[src/rtl/pulse_frame_scheduler.sv]
// Round-robin frame scheduler granting one requester at a time a FRAME_LEN-cycle pulse frame.
// Optional abort input enabled by defining PSCHED_ABORT_EN.
module pulse_frame_scheduler #(
    parameter int NREQ      = 4,
    parameter int FRAME_LEN = 12
) (
    input  logic                 clk,
    input  logic                 rst_n,
`ifdef PSCHED_ABORT_EN
    input  logic                 abort,
`endif
    input  logic [NREQ-1:0]      req,
    input  logic [2*NREQ-1:0]    req_mode,
    output logic [NREQ-1:0]      gnt,
    output logic [1:0]           mode,
    output logic                 frame_start,
    output logic [3:0]           step,
    output logic                 busy,
    output logic [NREQ-1:0]      done
);

    localparam int         PW        = $clog2(NREQ);
    localparam logic [3:0] LAST_STEP = 4'(FRAME_LEN - 1);

    typedef enum logic {
        IDLE,
        RUN
    } state_t;

    state_t          state_q, state_d;
    logic [3:0]      step_q, step_d;
    logic [NREQ-1:0] gnt_q, gnt_d;
    logic [1:0]      mode_q, mode_d;
    logic [PW-1:0]   last_q, last_d;

    logic [1:0]      mode_arr [NREQ];
    logic            any_req;
    logic            found;
    logic [PW-1:0]   cand;
    logic [PW-1:0]   win;
    logic            abort_w;
    logic            last_step;

`ifdef PSCHED_ABORT_EN
    assign abort_w = abort;
`else
    assign abort_w = 1'b0;
`endif

    for (genvar g = 0; g < NREQ; g++) begin : g_mode
        assign mode_arr[g] = req_mode[2*g +: 2];
    end

    assign any_req = |req;

    // Search begins one past the last winner and wraps, so the first hit is the round-robin choice.
    always_comb begin
        found = 1'b0;
        cand  = '0;
        win   = '0;
        for (int unsigned i = 1; i <= NREQ; i++) begin
            cand = PW'((32'(last_q) + i) % NREQ);
            if (!found && req[cand]) begin
                found = 1'b1;
                win   = cand;
            end
        end
    end

    assign busy        = (state_q == RUN);
    assign last_step   = busy && (step_q == LAST_STEP);
    assign frame_start = busy && (step_q == 4'd0);
    assign done        = (last_step && !abort_w) ? gnt_q : '0;
    assign gnt         = gnt_q;
    assign mode        = mode_q;
    assign step        = step_q;

    always_comb begin
        state_d = state_q;
        step_d  = step_q;
        gnt_d   = gnt_q;
        mode_d  = mode_q;
        last_d  = last_q;
        case (state_q)
            IDLE: begin
                if (any_req) begin
                    state_d    = RUN;
                    step_d     = '0;
                    gnt_d      = '0;
                    gnt_d[win] = 1'b1;
                    mode_d     = mode_arr[win];
                    last_d     = win;
                end
            end
            RUN: begin
                if (abort_w) begin
                    state_d = IDLE;
                    step_d  = '0;
                    gnt_d   = '0;
                    mode_d  = '0;
                end else if (last_step) begin
                    // Re-arbitrate on the final step so a pending request starts with no gap.
                    if (any_req) begin
                        state_d    = RUN;
                        step_d     = '0;
                        gnt_d      = '0;
                        gnt_d[win] = 1'b1;
                        mode_d     = mode_arr[win];
                        last_d     = win;
                    end else begin
                        state_d = IDLE;
                        step_d  = '0;
                        gnt_d   = '0;
                        mode_d  = '0;
                    end
                end else begin
                    step_d = step_q + 4'd1;
                end
            end
            default: begin
                state_d = IDLE;
                step_d  = '0;
                gnt_d   = '0;
                mode_d  = '0;
            end
        endcase
    end

    // Pointer resets to the top index so requester 0 is searched first.
    always_ff @(posedge clk or negedge rst_n) begin
        if (!rst_n) begin
            state_q <= IDLE;
            step_q  <= '0;
            gnt_q   <= '0;
            mode_q  <= '0;
            last_q  <= PW'(NREQ - 1);
        end else begin
            state_q <= state_d;
            step_q  <= step_d;
            gnt_q   <= gnt_d;
            mode_q  <= mode_d;
            last_q  <= last_d;
        end
    end

endmodule

[config.mk]
export PLATFORM = sky130hd
export DESIGN_NAME = pulse_frame_scheduler
export DESIGN_NICKNAME = d
export VERILOG_FILES = /design/src/rtl/pulse_frame_scheduler.sv
export SDC_FILE = /design/constraint.sdc
export NUM_CORES = 1
export LEC_CHECK = 0
export CORE_UTILIZATION = 35
export DETAILED_ROUTE_END_ITERATION = 8
export PLACE_DENSITY = 0.66
export SLEW_MARGIN = 20
export SYNTH_ARGS = -nofsm -noshare
export SYNTH_HDL_FRONTEND = slang
export SYNTH_SLANG_ARGS = --single-unit
[constraint.sdc]
create_clock -name clk -period 2.1 [get_ports clk]
set_input_delay 0.42 -clock clk [delete_from_list [all_inputs] [get_ports clk]]
set_output_delay 0.42 -clock clk [all_outputs]
set_load 0.1 [all_outputs]
==> results.py, run 1 <==
metrics = {
    "run_status": {
        "status": "completed",
    },
    "final_layout": {
        "stdcell_area_sq_mm": 0.00122,
        "diodes": 0,
        "finish.utilization": 0.600,
        "area_growth_pct": 54.4,
        "instances_no_fill": 150,
        "final_nets": 140,
        "drive_gt1_frac": 0.341,
    },
    "synth": {
        "ys.flop_type": "dfrtp_1",
        "syn-num-nets": 104,
        "synth_commonest_cells": "11 x dfrtp_1, 11 x o21ai_0, 10 x nand2_1",
        "yosysWarningCount": 0,
        "synthesis.area_sq_um": 793,
        "synthCells": 88,
        "synth_top_area_share": 0.347,
        "async_flop_share": 1.00,
        "yosysUniqueCellTypes": 32,
        "synth_edf_count": 0,
        "ys_seq_area_frac": 0.413,
        "synth_seq_cells": 13,
        "yosysTopAreaCell": "dfrtp_1",
        "syn_avg_cell_area_sq_um": 9.01,
        "synthTopCellsByArea": "dfrtp_1 35%, o21ai_0 6.9%, dfstp_2 6.6%",
    },
    "grt": {
        "antenna_found_initial": 0,
        "grt_pass1_vias": 754,
        "overflow": 0,
        "grt_util_all_layers": 0.171,
        "grt_max_degree": 14,
        "grt_pass1_wl_um": 3180,
    },
    "critical_path": {
        "cp-end-kind": "primary output",
        "regToRegStartpoint": "step[0]$_DFFE_PN0P_",
        "worstSetupStartpointType": "flop",
        "worst-path-max-fanout": 6,
        "cp_slowest_stage_delay_ns": 0.45,
        "crit_arrival_ns": 1.58,
        "reg2regPathDepth": 7,
        "required_ns": 1.68,
        "worstPathCellList": "ha_1, nand3b_1, nor2_4, and2_2, buf_12",
        "rr_endpoint": "mode[1]$_DFFE_PN0P_",
        "timing_worst_setup_path_type": "flop to primary output",
        "cp_top_family": "flip-flops",
        "ff2ff_setup_slack_ns": 0.32,
        "critPathSlowestCell": "dfrtp_2",
        "path_buf_inv": 1,
    },
    "clock_network": {
        "cts_made_buffers": 3,
        "cts_tree": "yes",
        "htreeDepth": 1,
        "cts_max_path_buffers": 2,
        "clkTransAtPathRegs_ns": 0.09,
        "insertion_delay_ns": 0.27,
        "clkSinkCount": 13,
        "root_buffer": "clkbuf_4",
        "holdBufCountCts": 0,
    },
    "floorplan": {
        "dieWidth_um": 49.6,
        "rows": 16,
        "io_pins": 30,
        "start_util": 0.388,
        "die_area_sq_mm": 0.00246,
        "core_area_sq_mm": 0.00204,
        "dieHeight_um": 49.6,
    },
    "placed_design": {
        "placed_area_sq_mm": 0.00118,
        "port_buffers": 29,
        "place.gp.congestion": 0.795,
        "dpl.cell_count": 145,
        "dp.final_hpwl_um": 1520,
        "pre_cts_ws_ns": 0.0200,
    },
    "pwr": {
        "power.density_mw_per_mm2": 1630,
        "combPwrFrac": 0.673,
        "swShare": 0.587,
        "pwr-share-clk": 0.078,
        "p_int_w": 0.000826,
        "switchingPower_w": 0.00118,
        "p_seq_frac": 0.248,
        "p_leak_nw": 0.533,
        "ir_drop_mv": 0.997,
    },
    "sta": {
        "max_slew.worst_pin.slew_ns": 0.591,
        "period_minus_slack_ns": 2.00,
        "hold_viol": 0,
        "max_freq_mhz": 501,
        "skew_ns": 0.00781,
        "finalWorstSetupSlack_ns": 0.103,
        "slew_violations": 0,
        "holdWs_ns": 0.511,
        "period_share": 0.951,
        "finalSetupViolCount": 0,
        "rsz0062_at_grt": "false",
        "relSlewSlack": 0.605,
    },
    "route": {
        "drt_iter0_markers": 8,
        "wl_um": 1890,
        "vias": 763,
        "drc": 0,
        "drt_first_pass_iters": 4,
        "final_antenna_net_count": 0,
        "post_drt_wl_per_cell_um": 12.6,
        "viasPerCell": 5.09,
    },
    "job": {
        "drv_cap": 0,
    },
    "min_path": {
        "hold_class": "input pin to asynchronous set/reset pin",
    },
}
-- cells by family after synthesis --
family	count (synthesis)	synth area share
adders and majority gates	2	0.0315
and+or+nand+nor	37	0.259
muxes	2	0.0252
buffers and inverters	6	0.0284
DFF	13	0.413
AOI/OAI and AO/OA	28	0.243
-- registers in the layout, indices dropped and copies added (netlist names) --
signal / cells
busy: 1
gnt: 4
last_q: 2
mode: 2
step: 4
-- how the worst max path moves through the flow --
stage	start	to	slack, ns	cells past startpoint
global placement	req[1]	mode[1]$_DFFE_PN0P_	0.07	6
CTS	step[0]$_DFFE_PN0P_	done[3]	0.05	5
detailed placement	req[1]	mode[0]$_DFFE_PN0P_	0.02	6
global route	step[0]$_DFFE_PN0P_	done[0]	0.01	5
floorplan	step[0]$_DFFE_PN0P_	done[0]	-0.06	4
finish	step[0]$_DFFE_PN0P_	done[3]	0.10	5
-- per-layer routing --
layer  part of all wire  wire length, um  up-vias  global-route usage
met5                  0                0        -                   0
li1                   -                -      385                   -
met2               0.51              954       22               0.309
met1               0.43              816      354               0.197
met4             0.0069               13        0              0.0476
met3              0.053              100        2              0.0432
-- final cells by class --
| type | count | area (sq um) |
|---|---|---|
| multi-input combinational | 69 | 474 |
| clock buffer | 4 | 26.3 |
| sequential | 13 | 337 |
| timing repair buffer | 32 | 335 |
| fill | 196 | 817 |
| tap | 27 | 33.8 |
| inverter | 5 | 18.8 |
-- placed cells by master, fill, tap and decap left out, types with 2 or more instances in the layout --
cell type,count
nand4_1,2
inv_1,5
a21oi_1,2
ha_1,2
nand2b_1,2
o211ai_1,2
a22o_1,2
a21bo_2,2
mux2i_1,2
o21ai_0,11
clkbuf_4,3
nand2_1,10
o21a_1,2
nor2_1,7
buf_12,5
dfrtp_2,4
clkdlybuf4s50_1,13
dfstp_2,2
o31ai_1,3
dfrtp_1,6
buf_4,14
and2_2,4
-- power by group through the flow --
stage / combinational, W / clock (W) / sequential [W]
after floorplan: 0.000419 / 0 / 0.00111
after global placement: 0.00134 / 0 / 0.000500
after detailed placement: 0.00135 / 0 / 0.000503
after CTS: 0.00135 / 0.000160 / 0.000499
after global routing: 0.00141 / 0.000174 / 0.000516
final: 0.00135 / 0.000157 / 0.000497
-- worst reg2reg max path, cell delays in order (launching register included) --
cell,delay (ns)
dfrtp_2,0.42
ha_1,0.21
nand3b_1,0.16
buf_4,0.18
a21oi_1,0.19
o21a_1,0.22
a21bo_2,0.24
o211ai_1,0.08
-- stage by stage --
stage / power [W] / setup TNS (ns)
floorplan: 0.00153 / -0.291
global placement: 0.00184 / 0
detailed placement: 0.00185 / 0
CTS: 0.00201 / 0
global route: 0.00210 / 0
finish: 0.00200 / 0
-- timing repair --
action,4_1_cts,5_1_grt
hold endpoints to repair,0,0
resized for setup,1,1
buffers inserted,0,1
setup endpoints to repair,4,4
pin swaps,0,1
Power figures use the tool's default switching activity.
==> run 2, diff against run 1 <==
Settings changed: MAX_ROUTING_LAYER set to met4, SLEW_MARGIN 20 to not set.
==> run 2 against run 1 <==
Compared with the run above:
- clock power is essentially flat
- non-clock buffer count is the same
- utilization is the same
- critical path depth is the same
- flip-flop and latch count is the same
- largest power group unchanged
==> results.py, run 2 (synthesis results as in run 1) <==
metrics = {
    "sta": {
        "relSlewSlack": 0.605,
        "finalWorstSetupSlack_ns": 0.102,
        "period_minus_slack_ns": 2.00,
        "finalSetupViolCount": 0,
        "period_share": 0.951,
        "skew_ns": 0.00771,
        "max_freq_mhz": 501,
        "max_slew.worst_pin.slew_ns": 0.591,
        "rsz0062_at_grt": "false",
        "hold_viol": 0,
        "slew_violations": 0,
        "tns_ns": 0,
    },
    "critical_path": {
        "crit_arrival_ns": 1.58,
        "worst-path-max-fanout": 6,
        "path_buf_inv": 1,
        "critPathSlowestCell": "dfrtp_2",
        "cp_top_family": "flip-flops",
        "timing_worst_setup_path_type": "flop to primary output",
        "required_ns": 1.68,
        "cp_slowest_stage_delay_ns": 0.45,
        "worstSetupStartpointType": "flop",
        "cp-end-kind": "primary output",
        "worstPathCellList": "ha_1, nand3b_1, nor2_4, and2_2, buf_12",
    },
    "grt": {
        "grt_pass1_wl_um": 3190,
        "antenna_found_initial": 0,
        "grt_util_all_layers": 0.176,
        "overflow": 0,
        "grt_max_degree": 14,
        "grt_pass1_vias": 751,
    },
    "floorplan": {
        "die_area_sq_mm": 0.00246,
        "start_util": 0.388,
        "dieHeight_um": 49.6,
        "io_pins": 30,
        "core_area_sq_mm": 0.00204,
        "rows": 16,
        "dieWidth_um": 49.6,
    },
    "clock_network": {
        "htreeDepth": 1,
        "cts_max_path_buffers": 2,
        "root_buffer": "clkbuf_4",
        "insertion_delay_ns": 0.27,
        "cts_tree": "yes",
        "cts_made_buffers": 3,
        "holdBufCountCts": 0,
        "clkTransAtPathRegs_ns": 0.09,
        "clkSinkCount": 13,
    },
    "pwr": {
        "combPwrFrac": 0.673,
        "p_seq_frac": 0.248,
        "report.power.total_w": 0.00200,
        "pwr-share-clk": 0.078,
        "p_leak_nw": 0.533,
        "power.density_mw_per_mm2": 1630,
        "p_int_w": 0.000826,
        "swShare": 0.587,
        "ir_drop_mv": 0.997,
        "switchingPower_w": 0.00118,
    },
    "route": {
        "drc": 0,
        "post_drt_wl_per_cell_um": 12.6,
        "viasPerCell": 5.09,
        "drt_first_pass_iters": 4,
        "wl_um": 1880,
        "final_antenna_net_count": 0,
        "drt_iter0_markers": 8,
        "vias": 764,
    },
    "final_layout": {
        "area_growth_pct": 54.4,
        "final_common_cell": "buf_4",
        "mostFrequentLayoutCells": "14 x buf_4, 13 x clkdlybuf4s50_1, 11 x o21ai_0, 10 x nand2_1, 7 x nor2_1",
        "diodes": 0,
        "finish.utilization": 0.600,
        "final_nets": 140,
        "drive_gt1_frac": 0.341,
    },
    "placed_design": {
        "place.gp.congestion": 0.806,
        "pre_cts_ws_ns": 0.0200,
        "port_buffers": 29,
        "dp.final_hpwl_um": 1520,
    },
    "min_path": {
        "hold_class": "input pin to asynchronous set/reset pin",
    },
    "job": {
        "drv_cap": 0,
    },
    "run_status": {
        "status": "completed",
    },
}
run 2: power by group through the flow:
stage               Combinational [W]  Clock, W  Sequential [W]
floorplan                    0.000419         0         0.00111
global placement              0.00134         0        0.000500
detailed placement            0.00135         0        0.000503
CTS                           0.00135  0.000160        0.000499
global route                  0.00141  0.000174        0.000516
finish                        0.00135  0.000157        0.000497
run 2: area by class of cell:
cell class / instances / area (sq um)
clock buffers: 4 / 26.3
repair buffers: 32 / 335
flip-flops and latches: 13 / 337
multi-input cells: 69 / 474
well taps: 27 / 33.8
inverters: 5 / 18.8
fillers: 196 / 817
run 2: path summary, 6_finish.rpt:
check	from	endpoint	slack, ns	cells past startpoint
hold / removal	rst_n	busy$_DFF_PN0_	0.51	1
hold reg to reg	gnt[3]$_DFFE_PN0P_	gnt[3]$_DFFE_PN0P_	0.53	2
setup reg to reg	step[0]$_DFFE_PN0P_	mode[1]$_DFFE_PN0P_	0.32	7
min in group clk	gnt[3]$_DFFE_PN0P_	gnt[3]$_DFFE_PN0P_	0.53	2
setup / recovery	step[0]$_DFFE_PN0P_	done[3]	0.10	5
max in group asynchronous	rst_n	busy$_DFF_PN0_	1.15	1
run 2: worst register-to-register path: cells and delay by family (launching register included):
family	cells	cell delay, ns
AO/OA/AOI/OAI	4	0.73
adder cells (fa/ha/maj)	1	0.21
buffers and inverters	1	0.18
flip-flops	1	0.42
AND/OR/NAND/NOR	1	0.16
run 2: timing repair:
item                                    CTS  global route
gates resized for setup                   1             1
setup buffers                             0             1
pin swaps                                 0             1
endpoints found under the setup margin    4             4
run 2: through the flow:
step / cells / hold WS (ns) / area (sq um)
floorplan: 88 / 0.124 / 836
global placement: 145 / 0.497 / 1180
detailed placement: 145 / 0.507 / 1180
CTS: 149 / 0.534 / 1210
global route: 150 / 0.552 / 1220
finish: 150 / 0.511 / 1220
run 2: metal layers:
| layer | track usage | wire length (um) | part of all wire | vias to the layer above |
|---|---|---|---|---|
| li1 | - | - | - | 385 |
| met1 | 0.197 | 815 | 0.43 | 355 |
| met2 | 0.309 | 955 | 0.51 | 22 |
| met3 | 0.0432 | 100 | 0.053 | 2 |
| met4 | 0.0476 | 13 | 0.0069 | 0 |
| met5 | - | 0 | 0 | - |
==> run 3, diff against run 2 <==
Settings changed: SLEW_MARGIN set to 10.
==> results of run 3 <==
The final DEF is identical to that of run 2; final timing and power are the same.
